File: config.mk
export PLATFORM = sky130hd
export DESIGN_NAME = impact_sram_driver
export DESIGN_NICKNAME = d
export VERILOG_FILES = /design/src/rtl/impact_sram_pkg.sv /design/src/rtl/impact_sram_driver.sv
export SDC_FILE = /design/constraint.sdc
export NUM_CORES = 1
export LEC_CHECK = 0
export BUFFER_PORTS_ARGS = -buffer_cell sky130_fd_sc_hd__buf_2
export CAP_MARGIN = 5
export CORE_ASPECT_RATIO = 1.2
export CORE_MARGIN = 1.5
export CORE_UTILIZATION = 53
export DETAILED_ROUTE_END_ITERATION = 10
export PLACE_DENSITY = 0.84
export SLEW_MARGIN = 40
export SYNTH_ARGS = -nofsm -noshare
export SYNTH_HDL_FRONTEND = slang
export SYNTH_SLANG_ARGS = --single-unit
File: constraint.sdc
create_clock -name clk -period 4.3 [get_ports clk]
set_input_delay 1.075 -clock clk [delete_from_list [all_inputs] [get_ports clk]]
set_output_delay 1.075 -clock clk [all_outputs]
set_load 0.02 [all_outputs]
File: src/rtl/impact_sram_pkg.sv
// Shared types and defaults for the IMPACT SRAM macro driver: FSM states,
// default phase lengths and the latched command record.
package impact_sram_pkg;

   typedef enum logic [1:0] {
      S_IDLE   = 2'd0,
      S_PRECH  = 2'd1,
      S_ACCESS = 2'd2,
      S_RESP   = 2'd3
   } state_t;

   localparam int PRE_CYC_DEF = 2;
   localparam int WL_CYC_DEF  = 2;

   typedef struct packed {
      logic       we;
      logic [1:0] byte_sel;
      logic [1:0] proj_sel;
      logic       byte_mode;
      logic       trunc;
      logic [7:0] wdata;
   } cmd_t;

endpackage

File: src/rtl/impact_sram_driver.sv
// Single-command SRAM macro driver: precharge phase, word-line access phase,
// then a held response until consumed. All macro strobes are registered.
module impact_sram_driver
   import impact_sram_pkg::*;
#(
   parameter int PRE_CYC = PRE_CYC_DEF,
   parameter int WL_CYC  = WL_CYC_DEF
) (
   input  logic       clk,
   input  logic       rst_n,
   input  logic       cmd_valid,
   output logic       cmd_ready,
   input  logic       cmd_we,
   input  logic [1:0] cmd_byte_sel,
   input  logic [1:0] cmd_proj_sel,
   input  logic       cmd_byte_mode,
   input  logic       cmd_trunc,
   input  logic [7:0] cmd_wdata,
   output logic       rsp_valid,
   input  logic       rsp_ready,
   output logic       rsp_we,
   output logic [7:0] rsp_rdata,
   output logic       sram_precharge,
   output logic       sram_wl_enable,
   output logic       sram_data_in_enable,
   output logic       sram_write_enable,
   output logic       sram_read_enable,
   output logic       sram_byte_mode_enable,
   output logic       sram_trunc_enable,
   output logic [1:0] sram_byte_select,
   output logic [1:0] sram_proj_select,
   output logic [7:0] sram_data_in,
   input  logic [7:0] sram_data_out,
   output logic       busy
);

   localparam logic [3:0] PRE_LOAD = 4'(PRE_CYC - 1);
   localparam logic [3:0] WL_LOAD  = 4'(WL_CYC - 1);

   state_t     state_q, state_nxt;
   logic [3:0] cnt_q, cnt_nxt;
   cmd_t       cmd_q;
   logic       accept;
   logic       last_access;
   logic       pre_nxt, wl_nxt, wr_nxt, rd_nxt, rsp_valid_nxt;

   // cmd_ready is gated by rst_n so it is low while reset is held, yet the
   // very first edge after release can already accept a command.
   assign cmd_ready   = (state_q == S_IDLE) && rst_n;
   assign busy        = (state_q != S_IDLE);
   assign accept      = cmd_valid && cmd_ready;
   assign last_access = (state_q == S_ACCESS) && (cnt_q == 4'd0);

   always_comb begin
      state_nxt = state_q;
      cnt_nxt   = cnt_q;
      case (state_q)
         S_IDLE: begin
            if (accept) begin
               state_nxt = S_PRECH;
               cnt_nxt   = PRE_LOAD;
            end
         end
         S_PRECH: begin
            if (cnt_q == 4'd0) begin
               state_nxt = S_ACCESS;
               cnt_nxt   = WL_LOAD;
            end else begin
               cnt_nxt = cnt_q - 4'd1;
            end
         end
         S_ACCESS: begin
            if (cnt_q == 4'd0) state_nxt = S_RESP;
            else               cnt_nxt   = cnt_q - 4'd1;
         end
         S_RESP: begin
            if (rsp_ready) state_nxt = S_IDLE;
         end
         default: state_nxt = S_IDLE;
      endcase

      // Strobes are decoded from the next state so the registers line up
      // exactly with the phase the FSM is entering.
      pre_nxt       = (state_nxt == S_PRECH);
      wl_nxt        = (state_nxt == S_ACCESS);
      wr_nxt        = wl_nxt && cmd_q.we;
      rd_nxt        = wl_nxt && !cmd_q.we;
      rsp_valid_nxt = (state_nxt == S_RESP);
   end

   always_ff @(posedge clk or negedge rst_n) begin
      if (!rst_n) begin
         state_q <= S_IDLE;
         cnt_q   <= 4'd0;
      end else begin
         state_q <= state_nxt;
         cnt_q   <= cnt_nxt;
      end
   end

   always_ff @(posedge clk or negedge rst_n) begin
      if (!rst_n) begin
         sram_precharge      <= 1'b0;
         sram_wl_enable      <= 1'b0;
         sram_write_enable   <= 1'b0;
         sram_data_in_enable <= 1'b0;
         sram_read_enable    <= 1'b0;
         rsp_valid           <= 1'b0;
         rsp_we              <= 1'b0;
         rsp_rdata           <= 8'h00;
         cmd_q               <= '0;
      end else begin
         sram_precharge      <= pre_nxt;
         sram_wl_enable      <= wl_nxt;
         sram_write_enable   <= wr_nxt;
         sram_data_in_enable <= wr_nxt;
         sram_read_enable    <= rd_nxt;
         rsp_valid           <= rsp_valid_nxt;
         if (accept) cmd_q <= '{cmd_we, cmd_byte_sel, cmd_proj_sel,
                                cmd_byte_mode, cmd_trunc, cmd_wdata};
         if (last_access) begin
            rsp_we    <= cmd_q.we;
            rsp_rdata <= cmd_q.we ? 8'h00 : sram_data_out;
         end
      end
   end

   assign sram_byte_select      = cmd_q.byte_sel;
   assign sram_proj_select      = cmd_q.proj_sel;
   assign sram_byte_mode_enable = cmd_q.byte_mode;
   assign sram_trunc_enable     = cmd_q.trunc;
   assign sram_data_in          = cmd_q.wdata;

endmodule

==> flow_summary.json <==
{
  "clkLatencyLatePin_ns": 0.34,
  "slew_viol_final": 0,
  "synth_xor_xnor_area_share_pct": 0,
  "drc": 0,
  "dieArea_mm2": 0.00345,
  "cts_resized": 0,
  "clock_skew_ns": 0.00847,
  "syn-instance-count": 143,
  "ys_types": 29,
  "final_nets": 225,
  "antenna_found_initial": 0,
  "synth-seq-cells": 35,
  "synthArstFlopShare_pct": 100,
  "synth.most_common_cell": "dfrtp_1",
  "fp-row-count": 21,
  "clock_path_buffers": 2,
  "hold_depth": 2,
  "tightest_slew_ns": 0.731,
  "synth_compound_area_share_pct": 8.67,
  "gp_congestion": 0.823,
  "synth_area_leader_cell": "dfrtp_1",
  "finalHoldViolations": 0,
  "end_kind": "output pin",
  "postCtsHoldBufs": 0,
  "synth_top_family_by_area": "simple AND/OR/NAND/NOR gates",
  "grt_util_met1_pct": 23.6,
  "synth_edf_count": 0,
  "portBuffers": 57,
  "ff2ff_path_depth": 6,
  "synthAdderAreaFrac_pct": 5.32,
  "die_y_um": 64.0,
  "grt-busiest-layer": "met2",
  "io_pins": 58,
  "drive_gt1_share_pct": 37.0,
  "ir_worst_vdd_mv": 0.412,
  "rr_endpoint": "sram_precharge$_DFF_PN0_",
  "whs_ns": 0.489,
  "grtUsageMet3_pct": 6.07,
  "finalCritPeriodShare_pct": 61.1,
  "wl_um": 3100,
  "ant_nets": 0,
  "crit_path_start_kind": "primary input",
  "fmax_ghz": 0.381,
  "grt_setup_unrepaired": "no",
  "gr-total-overflow": 0,
  "yosys_most_used_dff": "dfrtp_1",
  "hp-class": "reg2reg",
  "initial_utilization_pct": 57.4,
  "grt.total_usage_pct": 20.7,
  "setup-tns-final_ns": 0,
  "htree_levels": 2,
  "antenna_cells": 0,
  "r2r_slack_ns": 2.01,
  "grt_pass1_vias": 1129,
  "outcome": "complete, no violations",
  "synth_simple_gate_area_share_pct": 13.1,
  "yosys_warnings": 0,
  "syn_to_final_growth_pct": 16.7,
  "power_density_mw_per_mm2": 713,
  "hpwlAfterDp_um": 2420,
  "seq_area_frac_synth_pct": 53.2,
  "core_area_mm2": 0.00286,
  "final-instance-count-excl-fill": 226,
  "synth_nets": 177,
  "routed_via_density": 5.14,
  "vias": 1161,
  "arrival_ns": 1.55,
  "min_to": "rsp_rdata[1]$_DFFE_PN0N_",
  "synthMuxAreaShare_pct": 11.0,
  "r2r_start": "state_q[0]$_DFF_PN0_",
  "synth_common_cells": "dfrtp_1 (35), buf_4 (13), mux2_1 (13)",
  "min_from": "rsp_rdata[1]$_DFFE_PN0N_",
  "slew_headroom_pct": 51.2,
  "path_max_fanout": 8,
  "utilization_pct": 67.1,
  "fp.dieW_um": 53.9,
  "synth_top_area_share_pct": 53.2,
  "drt_iter0_drc": 11,
  "synth_area_mm2": 0.00165,
  "post_drt_wl_per_cell_um": 13.7,
  "synthTopCellsByArea": "dfrtp_1 (53%), mux2_1 (8.9%), buf_4 (5.9%), ha_1 (5.3%), nand2b_1 (3.8%)",
  "tritoncts": "done",
  "firstDrtPassIters": 4,
  "leakage_nw": 0.992,
  "cts_sinks": 35,
  "clkTransAtPathRegs_ns": 0.11,
  "crit_type": "in2out",
  "post-cts-setup-buffers": 0,
  "cts_root_buf": "clkbuf_4",
  "cts-buffers-inserted": 5,
  "grt_max_degree": 32,
  "postSynthAreaPerCell_um2": 11.5,
  "maxCapViolCount": 0,
  "grt_pass1_wl_um": 5060,
  "grtUsageMet2_pct": 35.5,
  "startpoint": "rst_n",
  "dpl.cell_count": 218,
  "crit_required_ns": 3.22,
  "period_minus_slack_ns": 2.63,
  "setup_viol": 0
}
-- per-stage QoR --
step,area [um2],setup slack [ns],power (mW)
floorplan,1650,1.94,1.08
global placement,1870,1.58,1.17
detailed placement,1870,1.45,1.21
CTS,1920,1.66,1.39
global route,1920,1.61,1.47
finish,1920,1.67,1.37
-- layout make-up --
type | count | area [um2]
inverter | 8 | 30.0
multi-input combinational | 83 | 626
timing repair buffer | 58 | 293
tap | 34 | 42.5
sequential | 35 | 876
fill | 228 | 943
clock inverter | 2 | 12.5
clock buffer | 6 | 41.3
-- registers in the layout, summed over array words and instances, names as in the netlist, 2 cells and up --
name and count:
cnt_q 4, sram_data_in 8, state_q 2, sram_proj_select 2
rsp_rdata 8, sram_byte_select 2
-- worst max path at each step --
| stage | to | slack (ns) | depth (start not counted) |
|---|---|---|---|
| final | cmd_ready | 1.67 | 3 |
| after floorplan | cmd_ready | 1.94 | 1 |
| after CTS | cmd_ready | 1.66 | 3 |
| after global placement | sram_precharge$_DFF_PN0_ | 1.58 | 5 |
| after global routing | cmd_ready | 1.61 | 3 |
| after detailed placement | sram_precharge$_DFF_PN0_ | 1.45 | 5 |
-- power breakdown --
| part | leakage [nW] | internal [mW] | switching (mW) |
|---|---|---|---|
| logic | 0.526 | 0.257 | 0.383 |
| clock network | 0.0282 | 0.0631 | 0.112 |
| registers | 0.438 | 0.470 | 0.0849 |
-- logic make-up after synthesis --
group | after synthesis
compound gates | 22
fa+ha+maj | 7
buf+inv | 25
flops | 35
mux | 16
simple gates | 38
-- placed cells by master, fill, tap and decap left out, drive strengths merged --
cell type,netlist,final
buf,14,58
dfrtp,35,35
mux2,16,16
o21ai,13,13
nand2b,10,10
nand2,9,9
inv,8,8
ha,7,7
nor2,6,6
clkbuf,3,6
a21oi,3,3
nor3,3,3
nor2b,2,2
o32a,2,2
and2,2,2
nor3b,2,2
nand3,1,1
nand4bb,1,1
or3b,1,1
a2111o,1,1
o31a,1,1
a21o,1,1
or3,1,1
o22ai,1,1
clkinv,0,1
clkinvlp,0,1
-- critical path, cell delays in order --
cell,delay [ns]
buf_2,0.18
and2_1,0.14
buf_2,0.15
-- metal layers --
layer	part of all wire [%]	vias to the layer above
met1	39	554
met2	54	41
met4	1.1	0
li1	-	562
met5	0	-
met3	5.8	4
No activity file was read; power rests on OpenSTA's default activity.
